$ cat src/rtl/plab5_mcore_mem_req_net_adapter.sv
// Registers one memory request and emits a control flit, plus a data flit for writes.
// Optional outstanding-request credit limit: PLAB5_MCORE_MEM_NET_ADAPTER_CREDIT_EN.
module plab5_mcore_mem_req_net_adapter #(
    parameter int unsigned p_net_src           = 0,
    parameter int unsigned p_num_banks         = 2,
    parameter int unsigned p_dest_mode         = 1,
    parameter logic [31:0] p_inst_boundary     = 32'h4000,
    parameter logic [31:0] p_data_boundary     = 32'hc000,
    parameter int unsigned p_mem_opaque_nbits  = 8,
    parameter int unsigned p_mem_addr_nbits    = 32,
    parameter int unsigned p_mem_data_nbits    = 32,
    parameter int unsigned p_net_opaque_nbits  = 4,
    parameter int unsigned p_net_srcdest_nbits = 3,
    parameter int unsigned p_cacheline_nwords  = 4,
    parameter int unsigned p_max_outstanding   = 4,
    localparam int unsigned LenW = $clog2(p_mem_data_nbits / 8),
    localparam int unsigned CtlW = 3 + p_mem_opaque_nbits + p_mem_addr_nbits + LenW,
    localparam int unsigned ReqW = CtlW + p_mem_data_nbits,
    localparam int unsigned NetW = 2 * p_net_srcdest_nbits + p_net_opaque_nbits + CtlW + 1,
    localparam int unsigned CntW = $clog2(p_max_outstanding + 1)
) (
    input  logic                        clk,
    input  logic                        reset,
    input  logic                        mode,
    input  logic                        req_val,
    output logic                        req_rdy,
    input  logic [ReqW-1:0]             req_msg,
    output logic                        net_ctrl_val,
    input  logic                        net_ctrl_rdy,
    output logic [NetW-1:0]             net_ctrl_msg,
    output logic                        net_data_val,
    input  logic                        net_data_rdy,
    output logic [p_mem_data_nbits-1:0] net_data_msg,
    input  logic                        resp_done,
    output logic [CntW-1:0]             outstanding
);

    localparam int unsigned MO      = p_mem_opaque_nbits;
    localparam int unsigned MA      = p_mem_addr_nbits;
    localparam int unsigned MD      = p_mem_data_nbits;
    localparam int unsigned NS      = p_net_srcdest_nbits;
    localparam int unsigned NO      = p_net_opaque_nbits;
    localparam int unsigned AddrLsb = MD + LenW;
    localparam int unsigned OpqLsb  = AddrLsb + MA;
    localparam int unsigned TypeLsb = OpqLsb + MO;
    localparam int unsigned BankW   = (p_num_banks > 1) ? $clog2(p_num_banks) : 1;
    localparam int unsigned LineLsb = 2 + $clog2(p_cacheline_nwords);

    localparam logic [NS-1:0] SrcId  = NS'(p_net_src);
    localparam logic          Domain = (p_net_src % 2) == 1;

    typedef enum logic [1:0] {StIdle, StSend, StWaitCtrl, StWaitData} state_e;

    state_e          state_q, state_d;
    logic            live_q;
    logic [NetW-1:0] ctrl_msg_q, ctrl_msg_d;
    logic [MD-1:0]   data_msg_q, data_msg_d;

    logic [2:0]      req_type;
    logic [MO-1:0]   req_opq;
    logic [MA-1:0]   req_addr;
    logic [LenW-1:0] req_len;
    logic [MD-1:0]   req_data;
    logic [NS-1:0]   dest;
    logic [MA-1:0]   boundary;
    logic            needs_data;
    logic            credit_ok;
    logic            req_fire, ctrl_fire, data_fire;

    assign req_type = req_msg[TypeLsb +: 3];
    assign req_opq  = req_msg[OpqLsb +: MO];
    assign req_addr = req_msg[AddrLsb +: MA];
    assign req_len  = req_msg[MD +: LenW];
    assign req_data = req_msg[MD-1:0];

    // The opaque bits displaced by the source id are deliberately dropped.
    logic unused_opq_hi;
    assign unused_opq_hi = ^req_opq[MO-1:MO-NS];

    always_comb begin
        dest     = '0;
        boundary = mode ? MA'(p_data_boundary) : MA'(p_inst_boundary);
        if (p_num_banks > 1) begin
            if (p_dest_mode == 0) begin
                dest = NS'(req_addr[LineLsb +: BankW]);
            end else begin
                dest = (req_addr < boundary) ? '0 : NS'(1);
            end
        end
    end

    assign needs_data = (req_type == 3'd1) || (req_type == 3'd2);

    always_comb begin
        net_ctrl_val = (state_q == StSend) || (state_q == StWaitCtrl);
        net_data_val = (state_q == StSend) || (state_q == StWaitData);
        net_ctrl_msg = ctrl_msg_q;
        net_data_msg = data_msg_q;
        req_rdy      = live_q && (state_q == StIdle) && credit_ok;
        req_fire     = req_val && req_rdy;
        ctrl_fire    = net_ctrl_val && net_ctrl_rdy;
        data_fire    = net_data_val && net_data_rdy;
    end

    always_comb begin
        state_d    = state_q;
        ctrl_msg_d = ctrl_msg_q;
        data_msg_d = data_msg_q;
        if (req_fire) begin
            ctrl_msg_d = {dest, SrcId, {NO{1'b0}}, Domain, req_type, SrcId,
                          req_opq[MO-NS-1:0], req_addr, req_len};
            data_msg_d = req_data;
        end
        unique case (state_q)
            // A read has nothing for the data channel, so it skips straight to WAIT_CTRL.
            StIdle:     if (req_fire) state_d = needs_data ? StSend : StWaitCtrl;
            StSend: begin
                if (ctrl_fire && data_fire) state_d = StIdle;
                else if (ctrl_fire)         state_d = StWaitData;
                else if (data_fire)         state_d = StWaitCtrl;
            end
            StWaitCtrl: if (ctrl_fire) state_d = StIdle;
            StWaitData: if (data_fire) state_d = StIdle;
            default:    state_d = StIdle;
        endcase
    end

    always_ff @(posedge clk) begin
        if (!reset) begin
            state_q    <= StIdle;
            live_q     <= 1'b0;
            ctrl_msg_q <= '0;
            data_msg_q <= '0;
        end else begin
            state_q    <= state_d;
            live_q     <= 1'b1;
            ctrl_msg_q <= ctrl_msg_d;
            data_msg_q <= data_msg_d;
        end
    end

`ifdef PLAB5_MCORE_MEM_NET_ADAPTER_CREDIT_EN
    logic [CntW-1:0] cnt_q, cnt_d;
    logic            retire;

    // A retirement with nothing outstanding is ignored so the count cannot wrap.
    always_comb begin
        retire = resp_done && (cnt_q != '0);
        cnt_d  = cnt_q;
        if (req_fire && !retire) begin
            cnt_d = cnt_q + CntW'(1);
        end else if (!req_fire && retire) begin
            cnt_d = cnt_q - CntW'(1);
        end
    end

    always_ff @(posedge clk) begin
        if (!reset) begin
            cnt_q <= '0;
        end else begin
            cnt_q <= cnt_d;
        end
    end

    assign credit_ok   = cnt_q < CntW'(p_max_outstanding);
    assign outstanding = cnt_q;
`else
    logic unused_resp_done;
    assign unused_resp_done = resp_done;
    assign credit_ok        = 1'b1;
    assign outstanding      = '0;
`endif

endmodule

$ cat config.mk
export PLATFORM = sky130hd
export DESIGN_NAME = plab5_mcore_mem_req_net_adapter
export DESIGN_NICKNAME = d
export VERILOG_FILES = /design/src/rtl/plab5_mcore_mem_req_net_adapter.sv
export SDC_FILE = /design/constraint.sdc
export NUM_CORES = 1
export LEC_CHECK = 0
export ABC_AREA = 1
export CORE_MARGIN = 4
export CORE_UTILIZATION = 41
export DETAILED_ROUTE_END_ITERATION = 10
export PLACE_DENSITY = 0.86
export SLEW_MARGIN = 30
export SYNTH_ARGS = -nofsm -noshare
export SYNTH_HDL_FRONTEND = slang
export SYNTH_SLANG_ARGS = --single-unit
$ cat constraint.sdc
create_clock -name clk -period 3.6 [get_ports clk]
set_input_delay 0.72 -clock clk [delete_from_list [all_inputs] [get_ports clk]]
set_output_delay 0.72 -clock clk [all_outputs]
set_load 0.02 [all_outputs]
==> results of run 1 <==
worst register-to-register path: cells and delay by family, from the launching register on:
| family | cells | cell delay, ns |
|---|---|---|
| compound gates | 1 | 0.13 |
| fa+ha+maj | 1 | 0.19 |
| buf+inv | 4 | 1.12 |
| flops | 1 | 0.34 |
| simple gates | 3 | 0.20 |
synth_stat cells, drive strengths merged:
library cell,count,share of area (%)
nor2,18,2.2
nand3,2,0.33
a21oi,75,12
nor3,1,0.16
dfxtp,78,51
clkbuf,13,1.6
or2,1,0.21
o21ai,5,0.82
buf,25,5.8
nand2,165,21
inv,15,1.8
conb,1,0.12
nand4,1,0.21
ha,6,2.5
per-stage QoR:
stage,power [mW],hold slack [ns],util (%)
floorplan,1.511,0.5404,-
global placement,1.840,0.4515,63.53
detailed placement,1.864,0.4553,63.53
CTS,2.536,0.4665,66.41
global route,2.667,0.4784,66.41
finish,2.509,0.4640,66.41
logic make-up (layout without fill, tap and decap cells):
family / count (synthesis) / in the layout / synth area share (%)
other cells: 1 / 16 / 0.1231
compound gates: 80 / 80 / 13.15
flops: 78 / 78 / 51.27
simple gates: 188 / 188 / 23.71
fa+ha+maj: 6 / 6 / 2.465
buf+inv: 53 / 193 / 9.285
where the power goes:
group / total [mW] / switching (mW) / internal, mW
Combinational: 0.831 / 0.464 / 0.367
Clock: 0.665 / 0.309 / 0.357
Sequential: 1.01 / 0.0506 / 0.961
Total: 2.51 / 0.824 / 1.68
area by class of cell:
| class | count | area, um2 | area share [%] |
|---|---|---|---|
| clock buffers | 11 | 151.4 | 3.143 |
| repair buffers | 162 | 1609 | 33.40 |
| clock inverters | 5 | 57.56 | 1.195 |
| inverters | 15 | 56.30 | 1.169 |
| well taps | 99 | 123.9 | 2.571 |
| flip-flops and latches | 78 | 1562 | 32.42 |
| multi-input cells | 290 | 1257 | 26.10 |
final timing paths:
check / start / endpoint / slack (ns) / cells after the start
hold reg to reg: net_data_msg[25] / net_data_msg[25] / 0.46 / 2
setup reg to reg: state_q[0] / net_data_msg[4] / 1.54 / 9
hold / removal: net_data_msg[25] / net_data_msg[25] / 0.46 / 2
setup / recovery: state_q[0] / net_ctrl_val / 1.12 / 3
state kept, by name, summed over array words and instances, names as in the netlist:
| signal | flops |
|---|---|
| live_q | 1 |
| net_ctrl_msg | 43 |
| net_data_msg | 32 |
| state_q | 2 |
metal layers:
| metal | wire length (um) | up-vias | GRT usage, % |
|---|---|---|---|
| met3 | 684 | 16 | 5.929 |
| met5 | 0 | - | 0 |
| li1 | - | 1542 | - |
| met1 | 3251 | 1360 | 20.31 |
| met2 | 4302 | 110 | 33.33 |
| met4 | 210 | 0 | 8.544 |
==> run summary, run 1 <==
antenna violations before repair: 0
DRT iter0 DRCs: 54
Reg clk slew, reported paths: 0.08 ns
Max Clock Skew: 0.01025 ns
IO buf count: 157
share of layout cells above drive strength 1: 4.635%
crit path time final: 2.476 ns
final-stage net count: 646
Clk Latency, worst-skew pair: 0.33 ns
maximum VDD drop: 0.0002569 V
Total Routed Length: 8448 um
#FFs+latches synth: 78
DP Wirelength: 6167 um
vias post-DR: 3028
first-pass GRT wire length: 13280 um
cell family with most CP delay: buffers and inverters
PD cells: 520.8 nW/um2
H-tree depth: 3
worst setup margin: 1.124 ns
sequential fraction of the synthesis area: 51.27%
Post-CTS Setup Bufs: 0
max incr delay on CP: 0.61 ns
Pre-antenna DRT Iters: 4
CTS max path bufs: 2
CTS tree: built
leakage: 1.829 nW
Buf+Inv Stages, Crit Path: 2
vias in the first global route: 2875
final count of hold timing violations: 0
status: completed
most frequent cells in the layout: nand2_1, clkdlybuf4s50_1, dfxtp_1
WP data required: 2.88 ns
Syn Inst Count: 406
Worst Setup Start Kind: flip-flop
Fmax: 0.4038 GHz
Final Max Tran Viols: 0
Worst path slowest cell: clkdlybuf4s50_1
crit share post-route: 68.79%
drt wl/cell: 12.80 um
clock root buffer: clkbuf_8
CP Class: reg2out
vias per cell: 4.588
Hold Buf Count CTS: 0
setup TNS: 0 ns
Final GP Congestion: 0.7693
Synthesis Warnings: 0
gr usage total: 18.82%
Overflow after GRT: 0
clk sink count: 78
Crit Path Max Fanout: 4
design area: 4817 um2
Syn Std Cell Area: 3045 um2
ant diodes: 0
final setup violation count: 0
fill cell count: 616
I/O Pins: 178
Worst Tran Pin Value: 0.7778 ns
CTS Buf Count: 9
num rows: 31
effective utilization at floorplan: 41.99%
Max-Cap Viols: 0
post-cts resize count: 0
Routed Antenna Nets: 0
Core Footprint: 7253 um2
area growth from synthesis to layout: 58.18%
largest net degree at the start of global routing: 72
min-delay worst type: reg2reg
Die Wd: 94.19 um
Avg Synthesized Cell Area: 7.501 um2
setup slack after placement: 1.065 ns
Worst Path Arrival: 1.76 ns
commonest non-fill, non-tap cell in the layout: nand2_1
CP Cell Sequence: inv_1 > ha_1 > clkdlybuf4s50_1
die height: 94.19 um
full die area: 8871 um2
RSZ-0062 raised after global routing: false
fin cells: 660
Area after DPL: 4608 um2
critical path endpoint category: primary output
Netlist cell types: 18
Rel. slew slack: 48.07%
Placed Cells: 644
drt drc: 0
No activity file was read; power rests on OpenSTA's default activity.
==> inputs of run 2 (changes only) <==
--- a/config.mk
+++ b/config.mk
@@ -7,9 +7,9 @@
 export LEC_CHECK = 0
 export ABC_AREA = 1
 export CORE_MARGIN = 4
-export CORE_UTILIZATION = 41
+export CORE_UTILIZATION = 38
 export DETAILED_ROUTE_END_ITERATION = 10
-export PLACE_DENSITY = 0.86
+export PLACE_DENSITY = 0.81
 export SLEW_MARGIN = 30
 export SYNTH_ARGS = -nofsm -noshare
 export SYNTH_HDL_FRONTEND = slang
==> constraint.sdc (replaced) <==
create_clock -name clk -period 2.4 [get_ports clk]
set_input_delay 0.48 -clock clk [delete_from_list [all_inputs] [get_ports clk]]
set_output_delay 0.48 -clock clk [all_outputs]
set_load 0.02 [all_outputs]
==> run 2 against run 1 <==
  * Clock power increased by 58%
  * Critical path type unchanged
  * Sequential cell count is the same
  * Largest power group unchanged
  * First-iteration DRC count rose by 65%
  * Largest cell class unchanged
  * Utilization is 4.1 points lower
==> run summary, run 2 (synthesized netlist as in run 1, its figures left out) <==
post-cts resize count: 0 (unchanged)
max reg flops: 43 (unchanged)
CTS max path bufs: 2 (unchanged)
CP Class: reg2out
final setup violation count: 0 (unchanged)
Fmax: 0.4489 GHz
first-pass GRT wire length: 14300 um (+7.6%)
Placed Cells: 649 (+0.78%)
Hold Path Depth: 2 (unchanged)
maximum VDD drop: 0.0003933 V (+53%)
num rows: 32 (+3.2%)
Reg clk slew, reported paths: 0.08 ns (about the same)
largest net degree at the start of global routing: 40 (-44%)
Hold Buf Count CTS: 0 (unchanged)
FF-to-FF setup slack: 0.65 ns (-0.89 ns)
Worst Setup Start Kind: flip-flop
cell depth of the worst flop-to-flop path: 9 (unchanged)
Routed Antenna Nets: 0 (unchanged)
Final Max Tran Viols: 0 (unchanged)
area growth from synthesis to layout: 58.96%
critical path endpoint category: primary output
full die area: 9510 um2 (+7.2%)
fin cells: 665 (+0.76%)
setup TNS: 0 ns (unchanged)
Final GP Congestion: 0.7047 (-8.4%)
CTS tree: built
Overflow after GRT: 0 (unchanged)
H-tree depth: 3 (unchanged)
PD cells: 789.3 nW/um2 (+52%)
vias post-DR: 3035 (+0.23%)
drt drc: 0 (unchanged)
WP data required: 1.92 ns (-0.96 ns)
ant diodes: 0 (unchanged)
CTS Buf Count: 9 (unchanged)
crit path time final: 2.228 ns
effective utilization at floorplan: 39.21% (-2.8 points)
antenna violations before repair: 0 (unchanged)
leakage: 1.848 nW (+1.0%)
final count of hold timing violations: 0 (unchanged)
commonest non-fill, non-tap cell in the layout: nand2_1
RSZ-0062 raised after global routing: false
DP Wirelength: 6350 um (+3.0%)
die height: 97.52 um (+3.5%)
Max Clock Skew: 0.008222 ns (-0.002029 ns)
DRT iter0 DRCs: 89 (+65%)
share of layout cells above drive strength 1: 4.796% (+0.16 points)
most frequent cells in the layout: nand2_1, clkdlybuf4s50_1, dfxtp_1
Crit Path Max Fanout: 4 (unchanged)
clock root buffer: clkbuf_8
min-delay worst type: reg2reg
drt wl/cell: 12.98 um (+1.4%)
Pre-antenna DRT Iters: 4 (unchanged)
Max-Cap Viols: 0 (unchanged)
IO buf count: 157 (unchanged)
status: completed
vias in the first global route: 3011 (+4.7%)
Post-CTS Setup Bufs: 0 (unchanged)
Worst Path Arrival: 1.75 ns (about the same)
vias per cell: 4.564 (-0.52%)
fill cell count: 662 (+7.5%)
gr usage total: 18.07% (-0.75 points)
clk sink count: 78 (unchanged)
final-stage net count: 648 (+0.31%)
Core Footprint: 7767 um2 (+7.1%)
I/O Pins: 178 (unchanged)
crit share post-route: 92.83%
Total Routed Length: 8632 um (+2.2%)
Die Wd: 97.52 um (+3.5%)
Clk Latency, worst-skew pair: 0.34 ns (about the same)
run 2: worst max-delay path: stages, from the launching register on:
cell and delay [ns]:
dfxtp_1 0.34, inv_1 0.13, ha_1 0.19, nand2_1 0.07
inv_2 0.08, clkdlybuf4s50_1 0.60
run 2: path summary, 6_finish.rpt:
kind               startpoint                to
min reg2reg  net_data_msg[19]  net_data_msg[19]
max reg2reg        state_q[0]  net_data_msg[23]
max                state_q[0]           req_rdy
min          net_data_msg[19]  net_data_msg[19]
run 2: routing by layer:
layer	vias to the layer above	part of all wire, %	global-route usage [%]
met3	16	7.4	6.030
met4	0	1.6	5.644
li1	1553	-	-
met2	98	51	32.42
met5	-	0	0
met1	1368	40	20.06
run 2: power breakdown:
part           internal [mW]  leakage, nW  switching [mW]
logic                  0.557         1.11           0.698
registers               1.44        0.636          0.0758
clock network          0.584        0.106           0.464
run 2: cell type report:
type / instances / area (um2) / area share (%)
Tap cell: 102 / 127.6 / 2.636
Clock inverter: 6 / 86.33 / 1.783
Inverter: 15 / 56.30 / 1.163
Multi-Input combinational cell: 290 / 1257 / 25.98
Clock buffer: 10 / 127.6 / 2.636
Timing Repair Buffer: 164 / 1624 / 33.55
Sequential cell: 78 / 1562 / 32.26
run 2: per-stage QoR:
step	util, %	hold slack [ns]	setup WS, ns	power, mW	instance area, um2
6_report	62.32	0.4641	0.1722	3.821	4841
3_3_place_gp	59.57	0.4509	0.4704	2.774	4627
5_1_grt	62.32	0.4847	0.1021	4.064	4841
2_1_floorplan	-	0.5077	1.017	2.266	3102
3_5_place_dp	59.57	0.4545	0.4169	2.809	4627
4_1_cts	62.32	0.4669	0.1546	3.873	4841
==> inputs of run 3 (changes only) <==
--- a/config.mk
+++ b/config.mk
@@ -10,7 +10,6 @@
 export CORE_UTILIZATION = 38
 export DETAILED_ROUTE_END_ITERATION = 10
 export PLACE_DENSITY = 0.81
-export SLEW_MARGIN = 30
 export SYNTH_ARGS = -nofsm -noshare
 export SYNTH_HDL_FRONTEND = slang
 export SYNTH_SLANG_ARGS = --single-unit
==> results of run 3 <==
No change in the layout: final DEF, timing and power equal those of run 2.
